File: src/rtl/dma_ch_sched.sv
// dma_ch_sched: channel scheduler for the dma_axi64 engine.
// Arbitrates N_CH channel burst requests onto the single shared AXI64 engine
// with priority round-robin and starvation promotion of low-priority channels.
// Peripheral-flow channels are gated on periph_req; periph_clr pulses at the
// end of a peripheral block.
//
// Ports:
//   clk          core clock
//   reset        asynchronous, active-low reset
//   ch_en        per-channel enable
//   ch_req       per-channel burst pending
//   ch_prio      per-channel high priority
//   ch_periph_en per-channel peripheral flow control
//   periph_req   per-channel peripheral request level
//   eng_ready    engine can accept a new burst (sampled only while idle)
//   ch_done      1-cycle pulse: granted burst complete
//   ch_last      qualifies ch_done: last burst of the peripheral block
//   gnt          one-hot grant, held for the whole burst
//   gnt_valid    gnt/gnt_id valid
//   gnt_id       binary index of gnt
//   periph_clr   1-cycle clear pulse to the peripheral
//   idle         no grant active and no eligible channel (registered)
module dma_ch_sched #(
  parameter int N_CH       = 8,
  parameter int STARVE_LIM = 4,
  parameter int CNT_W      = 3,
  parameter int ID_W       = $clog2(N_CH)
) (
  input  logic            clk,
  input  logic            reset,
  input  logic [N_CH-1:0] ch_en,
  input  logic [N_CH-1:0] ch_req,
  input  logic [N_CH-1:0] ch_prio,
  input  logic [N_CH-1:0] ch_periph_en,
  input  logic [N_CH-1:0] periph_req,
  input  logic            eng_ready,
  input  logic            ch_done,
  input  logic            ch_last,
  output logic [N_CH-1:0] gnt,
  output logic            gnt_valid,
  output logic [ID_W-1:0] gnt_id,
  output logic [N_CH-1:0] periph_clr,
  output logic            idle
);

  localparam int unsigned      N   = N_CH;
  localparam logic [CNT_W-1:0] LIM = CNT_W'(STARVE_LIM);

  typedef enum logic {S_IDLE, S_GRANT} state_t;

  state_t          state, state_n;
  logic [ID_W-1:0] rr_ptr, rr_n;
  logic [N_CH-1:0] eligible, high;
  logic [N_CH-1:0] gnt_n, clr_n;
  logic            gnt_valid_n, idle_n, grant_now;
  logic [ID_W-1:0] gnt_id_n, win, hi_idx, lo_idx, pos_i;
  logic            hi_found, lo_found;
  int unsigned     pos;

  // Per-channel eligibility, effective priority and starvation counter.
  for (genvar g = 0; g < N_CH; g++) begin : g_ch
    logic [CNT_W-1:0] cnt;

    assign eligible[g] = ch_en[g] & ch_req[g] & (~ch_periph_en[g] | periph_req[g]);
    assign high[g]     = ch_prio[g] | (cnt == LIM);

    // Only channels that are low by their own priority age; a promoted
    // channel that still loses stays saturated at the limit.
    always_ff @(posedge clk or negedge reset) begin
      if (!reset) begin
        cnt <= '0;
      end else if (!ch_en[g]) begin
        cnt <= '0;
      end else if (grant_now) begin
        if (win == ID_W'(g))
          cnt <= '0;
        else if (eligible[g] && !ch_prio[g] && cnt != LIM)
          cnt <= cnt + 1'b1;
      end
    end
  end

  // First eligible high, else first eligible low, scanning from rr_ptr with wrap.
  always_comb begin
    hi_found = 1'b0;
    lo_found = 1'b0;
    hi_idx   = '0;
    lo_idx   = '0;
    pos      = 0;
    pos_i    = '0;
    for (int unsigned k = 0; k < N; k++) begin
      pos   = (32'(rr_ptr) + k) % N;
      pos_i = ID_W'(pos);
      if (eligible[pos_i] && high[pos_i] && !hi_found) begin
        hi_found = 1'b1;
        hi_idx   = pos_i;
      end
      if (eligible[pos_i] && !high[pos_i] && !lo_found) begin
        lo_found = 1'b1;
        lo_idx   = pos_i;
      end
    end
    win = hi_found ? hi_idx : lo_idx;
  end

  assign grant_now = (state == S_IDLE) && eng_ready && (|eligible);

  always_comb begin
    state_n     = state;
    gnt_n       = gnt;
    gnt_valid_n = gnt_valid;
    gnt_id_n    = gnt_id;
    rr_n        = rr_ptr;
    clr_n       = '0;
    idle_n      = (state == S_IDLE) && !(|eligible);
    case (state)
      S_IDLE: begin
        if (grant_now) begin
          state_n      = S_GRANT;
          gnt_n        = '0;
          gnt_n[win]   = 1'b1;
          gnt_valid_n  = 1'b1;
          gnt_id_n     = win;
        end
      end
      S_GRANT: begin
        if (ch_done) begin
          state_n     = S_IDLE;
          gnt_n       = '0;
          gnt_valid_n = 1'b0;
          rr_n        = (gnt_id == ID_W'(N_CH - 1)) ? '0 : gnt_id + 1'b1;
          if (ch_last && ch_periph_en[gnt_id])
            clr_n[gnt_id] = 1'b1;
        end
      end
      default: state_n = S_IDLE;
    endcase
  end

  always_ff @(posedge clk or negedge reset) begin
    if (!reset) begin
      state      <= S_IDLE;
      gnt        <= '0;
      gnt_valid  <= 1'b0;
      gnt_id     <= '0;
      rr_ptr     <= '0;
      periph_clr <= '0;
      idle       <= 1'b1;
    end else begin
      state      <= state_n;
      gnt        <= gnt_n;
      gnt_valid  <= gnt_valid_n;
      gnt_id     <= gnt_id_n;
      rr_ptr     <= rr_n;
      periph_clr <= clr_n;
      idle       <= idle_n;
    end
  end

endmodule

File: config.mk
export PLATFORM = sky130hd
export DESIGN_NAME = dma_ch_sched
export DESIGN_NICKNAME = d
export VERILOG_FILES = /design/src/rtl/dma_ch_sched.sv
export SDC_FILE = /design/constraint.sdc
export NUM_CORES = 1
export LEC_CHECK = 0
export ABC_AREA = 0
export CORE_ASPECT_RATIO = 1.25
export CORE_MARGIN = 2
export CORE_UTILIZATION = 55
export CTS_CLUSTER_DIAMETER = 60
export DETAILED_ROUTE_END_ITERATION = 12
export PLACE_DENSITY_LB_ADDON = 0.08
export SKIP_LAST_GASP = 1
export SYNTH_ARGS = -nofsm -noshare
export SYNTH_HDL_FRONTEND = slang
export SYNTH_SLANG_ARGS = --single-unit
File: constraint.sdc
create_clock -name clk -period 5.8 [get_ports clk]
set_clock_uncertainty 0.1 [all_clocks]
set_input_delay 1.16 -clock clk [delete_from_list [all_inputs] [get_ports clk]]
set_output_delay 1.16 -clock clk [all_outputs]
set_load 0.03 [all_outputs]
Word-level counts from Yosys, hierarchy flattened. Index checks and enable logic that the tools add are counted.

Flip-flop bits (word level): 49. Input port bits: 45. Output and inout bits: 21. Word-level logic and storage cells: 337.

$add $sub $neg: 16. Magnitude comparators: 12. Eq/ne operators: 42. Muxes and demuxes: 115. Bitwise gates (word level): 41. Reductions and logical operators: 96.

Operator list (count): 3-bit 2-to-1 mux (50); 1-bit logical AND (52); 1-bit binary-select mux with 3-bit select (17); 3-bit by 4-bit < comparator with 1-bit output, second input constant (10); 8-bit 2-to-1 mux (5); 3-bit == test, second input constant (13); 1-bit 2-to-1 mux (38); 1-bit zero test (31); 3-bit by 1-bit adder with 3-bit output, second input constant (10); 3-bit by 1-bit != test with 1-bit output, second input constant (8); 3-bit != test, second input constant (8); 2-bit AND reduction (11); 1-bit bitwise AND (16); 2-bit by 1-bit != test with 1-bit output, second input constant (8); 1-bit bitwise OR (16); 8-bit case mux with 2 select lines (1); 3-bit adder, second input constant (4); 1-bit inverter (9); 8-bit OR reduction (1); 3-bit by 2-bit adder with 3-bit output, second input constant (2); 1-bit demux with 3-bit select (2); 3-bit by 2-bit == test with 1-bit output, second input constant (2); 3-bit by 1-bit greater-or-equal comparator with 1-bit output, second input constant (2); 2-bit != test, second input constant (2); 3 further kinds (4).

Depth between registers and ports, before layout. Gate-level depths: netlist (run 1).

Depth after elaboration: 35. Mapped depth: 18. Mapped depth without buffers: 13.

Least setup slack after synthesis (run 1). No wires, ideal clock.

Path type: input to register. From: input periph_req[3]. To: register g_ch[7].cnt[2]. Setup time: 126 ps. Data arrival time: 4143 ps. Required time: 5574 ps. Path slack: 1431 ps. Cell stages on the path: 11. Buffers on the path: 0. Cell sequence: and2b_1 -> nor3_2 -> a21oi_1 -> mux4_2 -> and2_1 -> a21oi_1 -> mux2_2 -> a211oi_4 -> nand2_4 -> o211a_1 -> a221o_1.

Cells in the longest elaborated chain, start to end: 32. Elaborated cells on any way between the ends: 103. Classes of those cells: 3 x eq/ne; 51 x mux; 2 x bitwise; 47 x reduce/logical.

RTL lines: start: declaration (RTL line 35) `input logic [N_CH-1:0] periph_req,`; 1-bit bitwise OR (*) (RTL line 64) `assign eligible[g] = ch_en[g] & ch_req[g] & (~ch_periph_en[g] | periph_req[g]);`; 1-bit bitwise AND (*) (RTL line 64); 1-bit binary-select mux with 3-bit select (RTL line 94, 98); 1-bit 2-to-1 mux (implied by the code) (RTL line 94, 98); 1-bit logical AND, on equally long branches (RTL line 98, 94); 1-bit 2-to-1 mux, on equally long branches (RTL line 98, 94); 1-bit zero test, on equally long branches (RTL line 98, 94); 1-bit logical AND, on equally long branches (RTL line 98, 94); (+16 left out); 1-bit zero test, on equally long branches (RTL line 98, 94); 1-bit logical AND, on equally long branches (RTL line 98, 94); 3-bit 2-to-1 mux (tied with other cells) (RTL line 98) `if (eligible[pos_i] && !high[pos_i] && !lo_found) begin`; 3-bit 2-to-1 mux (RTL line 103) `win = hi_found ? hi_idx : lo_idx;`; 3-bit == test (RTL line 75) `if (win == ID_W'(g))`; 3-bit 2-to-1 mux (RTL line 75); 3-bit 2-to-1 mux (RTL line 74) `end else if (grant_now) begin`; 3-bit 2-to-1 mux (RTL line 72) `end else if (!ch_en[g]) begin`; end signal: assignment (RTL line 78) `cnt <= cnt + 1'b1;`; end: declaration (RTL line 62) `logic [CNT_W-1:0] cnt;`.

Every way passes the cells marked *; elsewhere a longest branch is shown, timed or not. The select of a mux whose other input is x is not followed. A chain may end at the register's enable or synchronous reset.

Final worst setup path (run 1).
From: input ch_en[3]. To: register g_ch[7].cnt[2].

Cells in the longest elaborated chain, start to end: 32. Elaborated cells on any way between the ends: 103. Classes of those cells: 3 x eq/ne; 51 x mux; 2 x bitwise; 47 x reduce/logical.

RTL lines: start: declaration (RTL line 31) `input logic [N_CH-1:0] ch_en,`; 1-bit bitwise AND (*) (2 in a row) (RTL line 64); 1-bit binary-select mux with 3-bit select (RTL line 94, 98); 1-bit 2-to-1 mux (implied by the code) (RTL line 94, 98); 1-bit logical AND, on equally long branches (RTL line 98, 94); 1-bit 2-to-1 mux, on equally long branches (RTL line 98, 94); 1-bit zero test, on equally long branches (RTL line 98, 94); 1-bit logical AND, on equally long branches (RTL line 98, 94); 1-bit 2-to-1 mux, on equally long branches (RTL line 98, 94); (+15 left out); 1-bit zero test, on equally long branches (RTL line 98, 94); 1-bit logical AND, on equally long branches (RTL line 98, 94); 3-bit 2-to-1 mux (tied with other cells) (RTL line 98); 3-bit 2-to-1 mux (RTL line 103); 3-bit == test (RTL line 75); 3-bit 2-to-1 mux (RTL line 75); 3-bit 2-to-1 mux (RTL line 74); 3-bit 2-to-1 mux (RTL line 72).

Marked as above.

==> summary.md, run 1 <==
| Metric | Value |
|---|---|
| Vias | `4377` |
| Sum of negative setup slack | `0 ns` |
| Seq/Total Area, Yosys | `26.5%` |
| Post-DP HPWL | `~11 mm` |
| RR Endpoint | `g_ch[7].cnt[2]$_DFFE_PN0P_` |
| Maxcap violations | `0` |
| Die area | `between 9000 and 10000 um^2` |
| Static Leak | `0.00233 uW` |
| Synthesis-to-finish area growth | `18.1%` |
| Met1 usage | `39.0%` |
| Syn Nets | `560` |
| FF-to-FF setup slack | `1.03 ns` |
| Chip Height | `107 um` |
| Switch share | `between 50 and 60%` |
| Grt total ovfl | `0` |
| Syn Inst Count | `495` |
| Finished Layout Cells | `656` |
| Finish-stage setup viols | `0` |
| Area leader, netlist | `dfrtp_1` |
| Area contributors post-synth | `dfrtp_1, mux4_2, ha_1` |
| Final Cycle Share | `approximately nine tenths` |
| Root Buffer Master | `clkbuf_8` |
| CP Data Required Time | `5.90 ns` |
| Final net count | `623` |
| Initial core utilization | `~57%` |
| Gpl congestion | `approximately 1` |
| HP Class | `reg -> reg` |
| Initial drt markers | `around 260` |
| # Post-CTS Setup Buffers | `0` |
| Flop pwr share | `a little under a fifth` |
| Post-DRT Antenna Nets | `0` |
| WHS Endpoint | `gnt[4]$_DFFE_PN0P_` |
| First-pass GRT wire length | `22.5 mm` |
| Post-synth top area share | `25.9%` |
| Residual DRC | `0` |
| Yosys warns | `0` |
| CP Launch Type | `input port` |
| Ports | `66` |
| Internal | `1270 uW` |
| Max FO, Critical Path | `9` |
| 1st-pass router iterations | `5` |
| Worst R2R Start | `rr_ptr[0]$_DFFE_PN0P_` |
| Met2 usage | `~54%` |
| GR peak layer | `met2` |
| Layout cell share with drive strength beyond 1 | `14.3%` |
| Antenna cells | `0` |
| Hold Path Cell Cnt | `1` |
| Ys async rst share | `between 90% and 100%` |
| Max Fclk | `0.188 GHz` |
| Hold Crit Start | `gnt[4]$_DFFE_PN0P_` |
| Cts repair resizes | `0` |
| Hold Buf Count CTS | `0` |
| Core ar. | `8190 um^2` |
| Synth Cell Area | `4640 um^2` |
| CTS sink count | `49` |
| Met3 Use GR | `3.31%` |
| CTS tree | `yes` |
| Die X | `86.1 um` |
| Final WL | `13.9 mm` |
| WS Path Type | `in -> reg` |
| Outcome | `finished, final reports clean` |
| Dpl cells | `648` |
| Post-synth EDFFs | `0` |
| P_sw | `about 1400 uW` |
| RSZ-0062 raised after global routing | `no` |
| Main synth FF type | `dfrtp_1` |
| WL/cell | `roughly 21 um` |
| Post-synth top cells | `nand2_1, dfrtp_1, nor2_1` |
| CTS buffer count | `5` |
| Worst R2R Path Depth | `12` |
| #FFs+latches synth | `49` |
| Clock-pin slew on the worst setup and hold paths | `0.10 ns` |
| Initial antenna violation count | `0` |
| Clock Latency Late Sink | `around 0.31 ns` |
| Pins Over Slew Limit | `0` |
| Critical path endpoint category | `register` |
| Vias in the first global route | `4400` |
| Htree depth | `2` |
| Synth cell types | `81` |
| Clock tree buffer depth | `2` |
| Largest net degree at the start of global routing | `50` |
| Final worst path period need | `about 5.3 ns` |
| GRT Total Usage | `31.4%` |
| Number of port buffers | `65` |
| Row count | `37` |
| Gate power share | `between 70% and 80%` |
| Share of total power in the clock network | `9.4%` |
| Post-synthesis area per instance | `between 9 and 10 um^2` |
| Final hold vios | `0` |
| Max_slew headroom | `25.7%` |
| Least-Margin Pin Slew | `1.11 ns` |
| Vias per cell | `6.67` |
| Peak VDD IR | `0.279 mV` |
| Arrival time worst endpoint | `5.43 ns` |
| Pwr Density | `approximately 480 nW/um^2` |
| Most common cell in the synthesized netlist | `nand2_1` |
[metrics by stage]
step                util, %  total power (uW)  hold WS, ns  cell area (um^2)  worst slack, ns
finish                 66.8              2660        0.385              5480            0.471
floorplan                 -              1880        0.391              4640             1.43
detailed placement     65.5              2380        0.363              5360            0.249
CTS                    66.8              2630        0.387              5480            0.593
global route           66.8              2810        0.417              5480            0.315
global placement       65.5              2360        0.361              5360            0.280
[sequential cells by signal, indices dropped and copies added (netlist names)]
signal	count
idle	1
rr_ptr	3
gnt_valid	1
gnt_id	3
state	1
gnt	8
periph_clr	8
g_ch.cnt	24
[layer usage]
metal	wire length, um	part of all wire [%]	vias up
met2	7270	52	168
met1	5410	39	2175
li1	-	-	1987
met5	0	0	-
met3	638	4.6	47
met4	567	4.1	0
[cell usage in the layout (no fill, tap or decap), types with 3 or more instances in the layout]
cell type | Yosys | layout
clkdlybuf4s50_1 | 0 | 64
a2111oi_0 | 3 | 3
a21oi_1 | 21 | 21
and2_1 | 3 | 3
a31oi_1 | 5 | 5
nor2b_1 | 7 | 7
a211oi_1 | 4 | 4
and3_1 | 3 | 3
a32o_1 | 3 | 3
clkbuf_8 | 0 | 5
and2b_1 | 6 | 6
nor3b_2 | 5 | 5
or3_1 | 5 | 5
ha_1 | 20 | 20
nor3_1 | 22 | 22
mux2_2 | 8 | 8
o211ai_1 | 4 | 4
xnor2_1 | 7 | 7
o211a_1 | 3 | 3
nand2_1 | 60 | 60
nor3_2 | 3 | 3
o221ai_1 | 3 | 3
a21boi_0 | 3 | 3
nor4_1 | 3 | 3
dfrtp_1 | 48 | 48
o21ai_0 | 19 | 19
a21o_1 | 15 | 15
o22ai_1 | 8 | 8
nand3_1 | 5 | 5
mux4_2 | 22 | 22
inv_1 | 22 | 22
buf_4 | 4 | 10
nor4_2 | 3 | 3
a22oi_1 | 3 | 3
nor2_1 | 36 | 36
nand2b_1 | 9 | 9
nor3b_1 | 6 | 6
a22o_1 | 5 | 5
mux2i_1 | 21 | 21
[power by group through the flow]
| stage | registers, uW | logic, uW | clock network, uW |
|---|---|---|---|
| after floorplan | 524 | 1350 | 0 |
| after global placement | 488 | 1880 | 0 |
| after detailed placement | 489 | 1890 | 0 |
| after CTS | 482 | 1900 | 255 |
| after global routing | 494 | 2050 | 268 |
| final | 482 | 1920 | 251 |
[worst max-delay path, stage by stage]
cell	delay, ns
clkdlybuf4s50_1	0.56
nand2_2	0.14
nor3_2	0.64
a21oi_1	0.25
mux4_2	0.60
and2_1	0.22
a21oi_1	0.17
mux2_2	0.38
a211oi_4	0.50
nand2_4	0.16
o211a_1	0.31
a221o_1	0.35
[cell type report]
cell class | instances | area (um^2)
Timing Repair Buffer | 75 | 721
Fill cell | 703 | 2720
Clock inverter | 2 | 38.8
Inverter | 25 | 93.8
Tap cell | 97 | 121
Sequential cell | 49 | 1230
Clock buffer | 6 | 72.6
Multi-Input combinational cell | 402 | 3200
[cell families after synthesis]
family,count (synthesis),share of synthesized area (%)
buffers and inverters,44,4.51
AND/OR/NAND/NOR,193,23.1
flip-flops,49,26.5
XOR/XNOR,10,2.46
adder cells (fa/ha/maj),20,5.40
AO/OA/AOI/OAI,125,19.5
multiplexers,54,18.5
[worst max path at each step]
stage                              from                    endpoint  slack, ns  depth (start not counted)
after global routing           ch_en[3]  g_ch[0].cnt[2]$_DFFE_PN0P_       0.32                         13
after global placement         ch_en[3]  g_ch[7].cnt[2]$_DFFE_PN0P_       0.28                         12
after floorplan           periph_req[3]  g_ch[7].cnt[2]$_DFFE_PN0P_       1.43                         11
after CTS                      ch_en[3]  g_ch[7].cnt[2]$_DFFE_PN0P_       0.59                         12
after detailed placement       ch_en[3]  g_ch[7].cnt[2]$_DFFE_PN0P_       0.25                         12
final                          ch_en[3]  g_ch[7].cnt[2]$_DFFE_PN0P_       0.47                         12
Power figures use the tool's default switching activity.
==> inputs of run 2 (changes only) <==
--- a/config.mk
+++ b/config.mk
@@ -6,13 +6,12 @@
 export NUM_CORES = 1
 export LEC_CHECK = 0
 export ABC_AREA = 0
+export CAP_MARGIN = 0
 export CORE_ASPECT_RATIO = 1.25
-export CORE_MARGIN = 2
 export CORE_UTILIZATION = 55
 export CTS_CLUSTER_DIAMETER = 60
 export DETAILED_ROUTE_END_ITERATION = 12
 export PLACE_DENSITY_LB_ADDON = 0.08
-export SKIP_LAST_GASP = 1
 export SYNTH_ARGS = -nofsm -noshare
 export SYNTH_HDL_FRONTEND = slang
 export SYNTH_SLANG_ARGS = --single-unit
==> run 2 against run 1 <==
Wire length decreased by 0.93%. Highest routed layer unchanged. Worst setup slack better by 0.077 ns. Final area grew 0.41%. Sequential share of layout area down 0.092 points. Clock power is 16% higher. Sequential power is 3% lower.
==> summary.md, run 2 (same netlist as run 1, synthesis figures left out) <==
| Metric | Value |
|---|---|
| Outcome | `finished, final reports clean` |
| Max layer used | `met4` |
| # Post-CTS Setup Buffers | `0` |
| Antenna cells | `0` |
| Final instance area | `5500 um^2` |
| Post-Place Cell Area | `5360 um^2` |
| Initial antenna violation count | `0` |
| Met2 Routed Length | `7.15 mm` |
| Critical path endpoint category | `register` |
| Final net count | `623` |
| Post-DRT Antenna Nets | `0` |
| Final worst path period need | `~5.3 ns` |
| Core ar. | `8190 um^2` |
| Static Leak | `roughly 0.0023 uW` |
| 1st-pass router iterations | `5` |
| Largest registers | `g_ch.cnt (24), gnt (8), periph_clr (8)` |
| Max reg flops | `24` |
| HP Class | `reg -> reg` |
| Initial core utilization | `roughly 57%` |
| WL met3 | `741 um` |
| Layout cell share with drive strength beyond 1 | `14.5%` |
| Gpl congestion | `0.919` |
| Synthesis-to-finish area growth | `18.6%` |
| Htree depth | `2` |
| Cts repair resizes | `0` |
| Clock Latency Late Sink | `0.32 ns` |
| Root Buffer Master | `clkbuf_8` |
| Finished Layout Cells | `656` |
| Final WL | `13.8 mm` |
| Residual DRC | `0` |
| Crit-path cells | `clkdlybuf4s50_1 > nand2_2 > nor3_2 > a21oi_1 > mux4_2 > and2_1 > a21oi_1 > mux2_2 > a211oi_4 > nand2_4 > o211a_1 > a221o_1` |
| GRT Total Usage | `32.8%` |
| Finish-stage setup viols | `0` |
| CTS tree | `yes` |
| Pins Over Slew Limit | `0` |
| Max stage delay cell, worst path | `nor3_2` |
| Max Fclk | `between 0.15 and 0.2 GHz` |
| Commonest non-fill, non-tap cells in the layout | `clkdlybuf4s50_1, nand2_1, dfrtp_1` |
| Biggest cell delay along the critical path | `0.61 ns` |
| Hold Buf Count CTS | `0` |
| Die X | `between 80 and 90 um` |
| CP top delay family | `compound AO/OA/AOI/OAI gates` |
| Final hold vios | `0` |
| CTS sink count | `between 40 and 50` |
| Post-DP HPWL | `10.9 mm` |
| WL/cell | `21.0 um` |
| Clock-pin slew on the worst setup and hold paths | `0.10 ns` |
| Largest net degree at the start of global routing | `50` |
| Number of port buffers | `65` |
| CTS buffer count | `5` |
| Max FO, Critical Path | `9` |
| Layout fillers | `670` |
| Maxcap violations | `0` |
| Most common cell after layout, fill and taps aside | `clkdlybuf4s50_1` |
| Final Cycle Share | `90.5%` |
| Dpl cells | `roughly 650` |
| Row count | `37` |
| Least-Margin Pin Slew | `0.808 ns` |
| Post-Route M1 WL | `5.37 mm` |
| Max_slew headroom | `46.1%` |
| Most flops, register | `g_ch.cnt` |
| CP Data Required Time | `5.91 ns` |
| Peak VDD IR | `0.300 mV` |
| Ports | `66` |
| Sum of negative setup slack | `0 ns` |
| Arrival time worst endpoint | `approximately 5.4 ns` |
| Most used cell, CP | `a21oi_1` |
| Buffers & Inverters on Critical Path | `1` |
| Initial drt markers | `219` |
| Vias in the first global route | `approximately 4400` |
| Layout Utilization | `around two thirds` |
| First-pass GRT wire length | `22.2 mm` |
| RSZ-0062 raised after global routing | `no` |
| Grt total ovfl | `0` |
| Clock tree buffer depth | `2` |
| Vias per cell | `6.60` |
| Pwr Density | `491 nW/um^2` |
| WS Path Type | `in -> reg` |
| CP Launch Type | `input port` |
| Vias | `4328` |
| Chip Height | `105 um` |
| Die area | `between 8000 and 9000 um^2` |
run 2: changes by cell type in the layout (fill, tap and decap cells not counted), sizes merged:
| cell | change |
|---|---|
| clkbuf | -1 |
| bufinv | +1 |
run 2: stage by stage:
| stage | power (uW) | setup slack [ns] | hold slack [ns] |
|---|---|---|---|
| 6_report | 2700 | 0.548 | 0.388 |
| 5_1_grt | 2880 | 0.324 | 0.408 |
| 4_1_cts | 2680 | 0.607 | 0.393 |
| 3_5_place_dp | 2380 | 0.283 | 0.373 |
| 3_3_place_gp | 2350 | 0.339 | 0.361 |
| 2_1_floorplan | 1880 | 1.43 | 0.391 |
run 2: final cells by class:
cell class / count / area, um^2 / share of cell area (%)
multi-input combinational: 402 / 3200 / 58.2
sequential: 49 / 1230 / 22.3
clock buffer: 5 / 68.8 / 1.25
tap: 97 / 121 / 2.21
inverter: 25 / 93.8 / 1.71
timing repair buffer: 75 / 721 / 13.1
clock inverter: 3 / 65.1 / 1.18
run 2: worst paths after layout:
path                                             from                          to  slack, ns  cells after the start
max in group asynchronous                       reset  g_ch[5].cnt[2]$_DFFE_PN0P_       4.32                      2
worst min-delay path               gnt[6]$_DFFE_PN0P_          gnt[6]$_DFFE_PN0P_       0.39                      1
min in group asynchronous                       reset       rr_ptr[0]$_DFFE_PN0P_       0.84                      2
worst max register to register  rr_ptr[0]$_DFFE_PN0P_  g_ch[0].cnt[2]$_DFFE_PN0P_       0.98                     12
worst min register to register     gnt[6]$_DFFE_PN0P_          gnt[6]$_DFFE_PN0P_       0.39                      1
worst max-delay path                         ch_en[3]  g_ch[7].cnt[2]$_DFFE_PN0P_       0.55                     12
run 2: metal layers:
metal	GRT usage, %	vias to the layer above
li1	-	1988
met1	39.9	2112
met2	57.7	195
met3	3.71	33
met4	15.4	0
met5	0	-
run 2: power by group:
part	leakage [uW]	internal, uW	total (uW)	switching, uW
logic	0.00161	741	1940	1200
clock network	0.0000681	171	291	120
registers	0.000663	398	469	70.4
==> inputs of run 3 (changes only) <==
--- a/config.mk
+++ b/config.mk
@@ -12,6 +12,7 @@
 export CTS_CLUSTER_DIAMETER = 60
 export DETAILED_ROUTE_END_ITERATION = 12
 export PLACE_DENSITY_LB_ADDON = 0.08
+export SLEW_MARGIN = 15
 export SYNTH_ARGS = -nofsm -noshare
 export SYNTH_HDL_FRONTEND = slang
 export SYNTH_SLANG_ARGS = --single-unit
==> constraint.sdc (replaced) <==
create_clock -name clk -period 6.2 [get_ports clk]
set_clock_uncertainty 0.1 [all_clocks]
set_input_delay 1.55 -clock clk [delete_from_list [all_inputs] [get_ports clk]]
set_output_delay 1.55 -clock clk [all_outputs]
set_load 0.03 [all_outputs]
==> run 3 against run 2 <==
Cell count unchanged. Highest routed layer unchanged. Critical endpoint unchanged. Largest cell class unchanged. Via count down 3.2%. Clock-buffer cell count up 1. Largest power group unchanged. Power down 9.8%. Sequential power down 8.7%. Die area unchanged. Wire length down 2.5%. Worst setup slack better by 0.071 ns. Final area down 0.84%.
==> summary.md, run 3 (same netlist as run 1, synthesis figures left out) <==
| Metric | Value |
|---|---|
| Outcome | `finished, final reports clean` |
| WHS Endpoint | `gnt_valid$_DFFE_PN0P_` |
| Hold Path Cell Cnt | `2` |
| Max Fclk | `~0.18 GHz` |
| Commonest non-fill, non-tap cells in the layout | `clkdlybuf4s50_1, nand2_1, dfrtp_1` |
| Max_slew headroom | `49.8%` |
| Final Cycle Share | `90.0%` |
| Gate power share | `74.4%` |
| Final net count | `623` |
| CP Launch Type | `input port` |
| Met3 Use GR | `roughly 2.8%` |
| Synthesis-to-finish area growth | `17.6%` |
| GRT Total Usage | `32.0%` |
| RR Endpoint | `g_ch[0].cnt[2]$_DFFE_PN0P_` |
| Final Power | `2440 uW` |
| Die area | `8800 um^2` |
| Critical path endpoint category | `register` |
| Largest registers | `g_ch.cnt (24), gnt (8), periph_clr (8)` |
| Vias per cell | `6.39` |
| Clock Latency Late Sink | `approximately 0.32 ns` |
| CTS sink count | `49` |
| Share of total power in the clock network | `around 8.1%` |
| Max FO, Critical Path | `9` |
| Core ar. | `8190 um^2` |
| Vias in the first global route | `approximately 4200` |
| Final instance area | `5450 um^2` |
| Grt total ovfl | `0` |
| # Post-CTS Setup Buffers | `0` |
| CTS buffer count | `5` |
| Finish-stage setup viols | `0` |
| WS Path Type | `in -> reg` |
| Peak VDD IR | `0.231 mV` |
| Arrival time worst endpoint | `roughly 5.7 ns` |
| Layout cell share with drive strength beyond 1 | `14.3%` |
| Row count | `37` |
| Vias | `4190` |
| Post-Place Cell Area | `5360 um^2` |
| Cts repair resizes | `0` |
| Final worst path period need | `5.58 ns` |
| WL/cell | `20.4 um` |
| Flop pwr share | `~18%` |
| Met1 usage | `about two fifths` |
| Static Leak | `0.00231 uW` |
| P_sw | `1290 uW` |
| Initial drt markers | `262` |
| Antenna cells | `0` |
| Sum of negative setup slack | `0 ns` |
| Internal | `1140 uW` |
| Post-DRT Antenna Nets | `0` |
| Met2 usage | `55.0%` |
| Post-DP HPWL | `10.6 mm` |
| Worst R2R Path Depth | `13` |
| RSZ-0062 raised after global routing | `no` |
| Root Buffer Master | `clkbuf_8` |
| FF-to-FF setup slack | `1.57 ns` |
| Die X | `84.1 um` |
| Initial antenna violation count | `0` |
| Gpl congestion | `0.898` |
| Worst R2R Start | `rr_ptr[0]$_DFFE_PN0P_` |
| 1st-pass router iterations | `5` |
| Final WL | `13.4 mm` |
| First-pass GRT wire length | `between 20 and 25 mm` |
| HP Class | `reg -> reg` |
| Hold Buf Count CTS | `0` |
| Hold slack final | `0.383 ns` |
| Residual DRC | `0` |
| GR peak layer | `met2` |
| Largest net degree at the start of global routing | `50` |
| Switch share | `between 50% and 60%` |
| Layout fillers | `695` |
| Most flops, register | `g_ch.cnt` |
| Chip Height | `105 um` |
| Clock tree buffer depth | `2` |
| Initial core utilization | `56.6%` |
| Most common cell after layout, fill and taps aside | `clkdlybuf4s50_1` |
| CP Data Required Time | `6.31 ns` |
| CTS tree | `yes` |
| Pwr Density | `447 nW/um^2` |
| Layout Utilization | `66.5%` |
| Number of port buffers | `65` |
| Max reg flops | `24` |
| Ports | `66` |
| Htree depth | `2` |
| Hold Crit Start | `gnt_valid$_DFFE_PN0P_` |
| Pins Over Slew Limit | `0` |
| Least-Margin Pin Slew | `roughly 0.75 ns` |
| Final hold vios | `0` |
| Maxcap violations | `0` |
| Clock-pin slew on the worst setup and hold paths | `0.10 ns` |
[run 3: cell count changes in the layout (fill, tap and decap cells not counted), sizes merged]
cell	delta
clkinv	-1
clkbuf	+1
bufinv	-2
clkinvlp	+2
[run 3: area by class of cell]
| class | instances | area [um^2] | area share [%] |
|---|---|---|---|
| Inverter | 25 | 93.8 | 1.72 |
| Clock buffer | 6 | 72.6 | 1.33 |
| Sequential cell | 49 | 1230 | 22.5 |
| Multi-Input combinational cell | 402 | 3200 | 58.7 |
| Tap cell | 97 | 121 | 2.23 |
| Timing Repair Buffer | 75 | 721 | 13.2 |
| Clock inverter | 2 | 15.0 | 0.275 |
[run 3: through the flow]
stage	cells	setup slack [ns]
final	656	0.619
after detailed placement	648	0.347
after global placement	648	0.358
after floorplan	495	1.44
after CTS	656	0.693
after global routing	656	0.422
[run 3: how the worst max path moves through the flow]
stage	start	end	slack (ns)	depth (start not counted)
floorplan	periph_req[3]	g_ch[7].cnt[2]$_DFFE_PN0P_	1.44	11
global placement	ch_en[3]	g_ch[7].cnt[2]$_DFFE_PN0P_	0.36	12
detailed placement	ch_prio[5]	g_ch[7].cnt[2]$_DFFE_PN0P_	0.35	12
CTS	ch_en[3]	g_ch[7].cnt[2]$_DFFE_PN0P_	0.69	12
global route	ch_en[3]	g_ch[4].cnt[1]$_DFFE_PN0P_	0.42	12
finish	ch_en[3]	g_ch[7].cnt[2]$_DFFE_PN0P_	0.62	12
[run 3: power groups by stage]
stage	logic [uW]	registers, uW	clock network [uW]
finish	1810	428	197
global route	1950	436	210
CTS	1790	427	200
detailed placement	1790	434	0
global placement	1770	431	0
floorplan	1260	490	0
[run 3: routing by layer]
| layer | wire [um] | vias up | part of all wire, % |
|---|---|---|---|
| met5 | 0 | - | 0 |
| met4 | 416 | 0 | 3.1 |
| met3 | 580 | 27 | 4.3 |
| met2 | 6870 | 138 | 51 |
| met1 | 5550 | 2042 | 41 |
| li1 | - | 1983 | - |
[run 3: worst max-delay path: stages]
cell	delay [ns]
clkdlybuf4s50_1	0.56
nand2_2	0.13
nor3_2	0.61
a21oi_1	0.24
mux4_2	0.60
and2_1	0.22
a21oi_1	0.20
mux2_2	0.38
a211oi_4	0.39
nand2_4	0.15
o211a_1	0.30
a221o_1	0.34
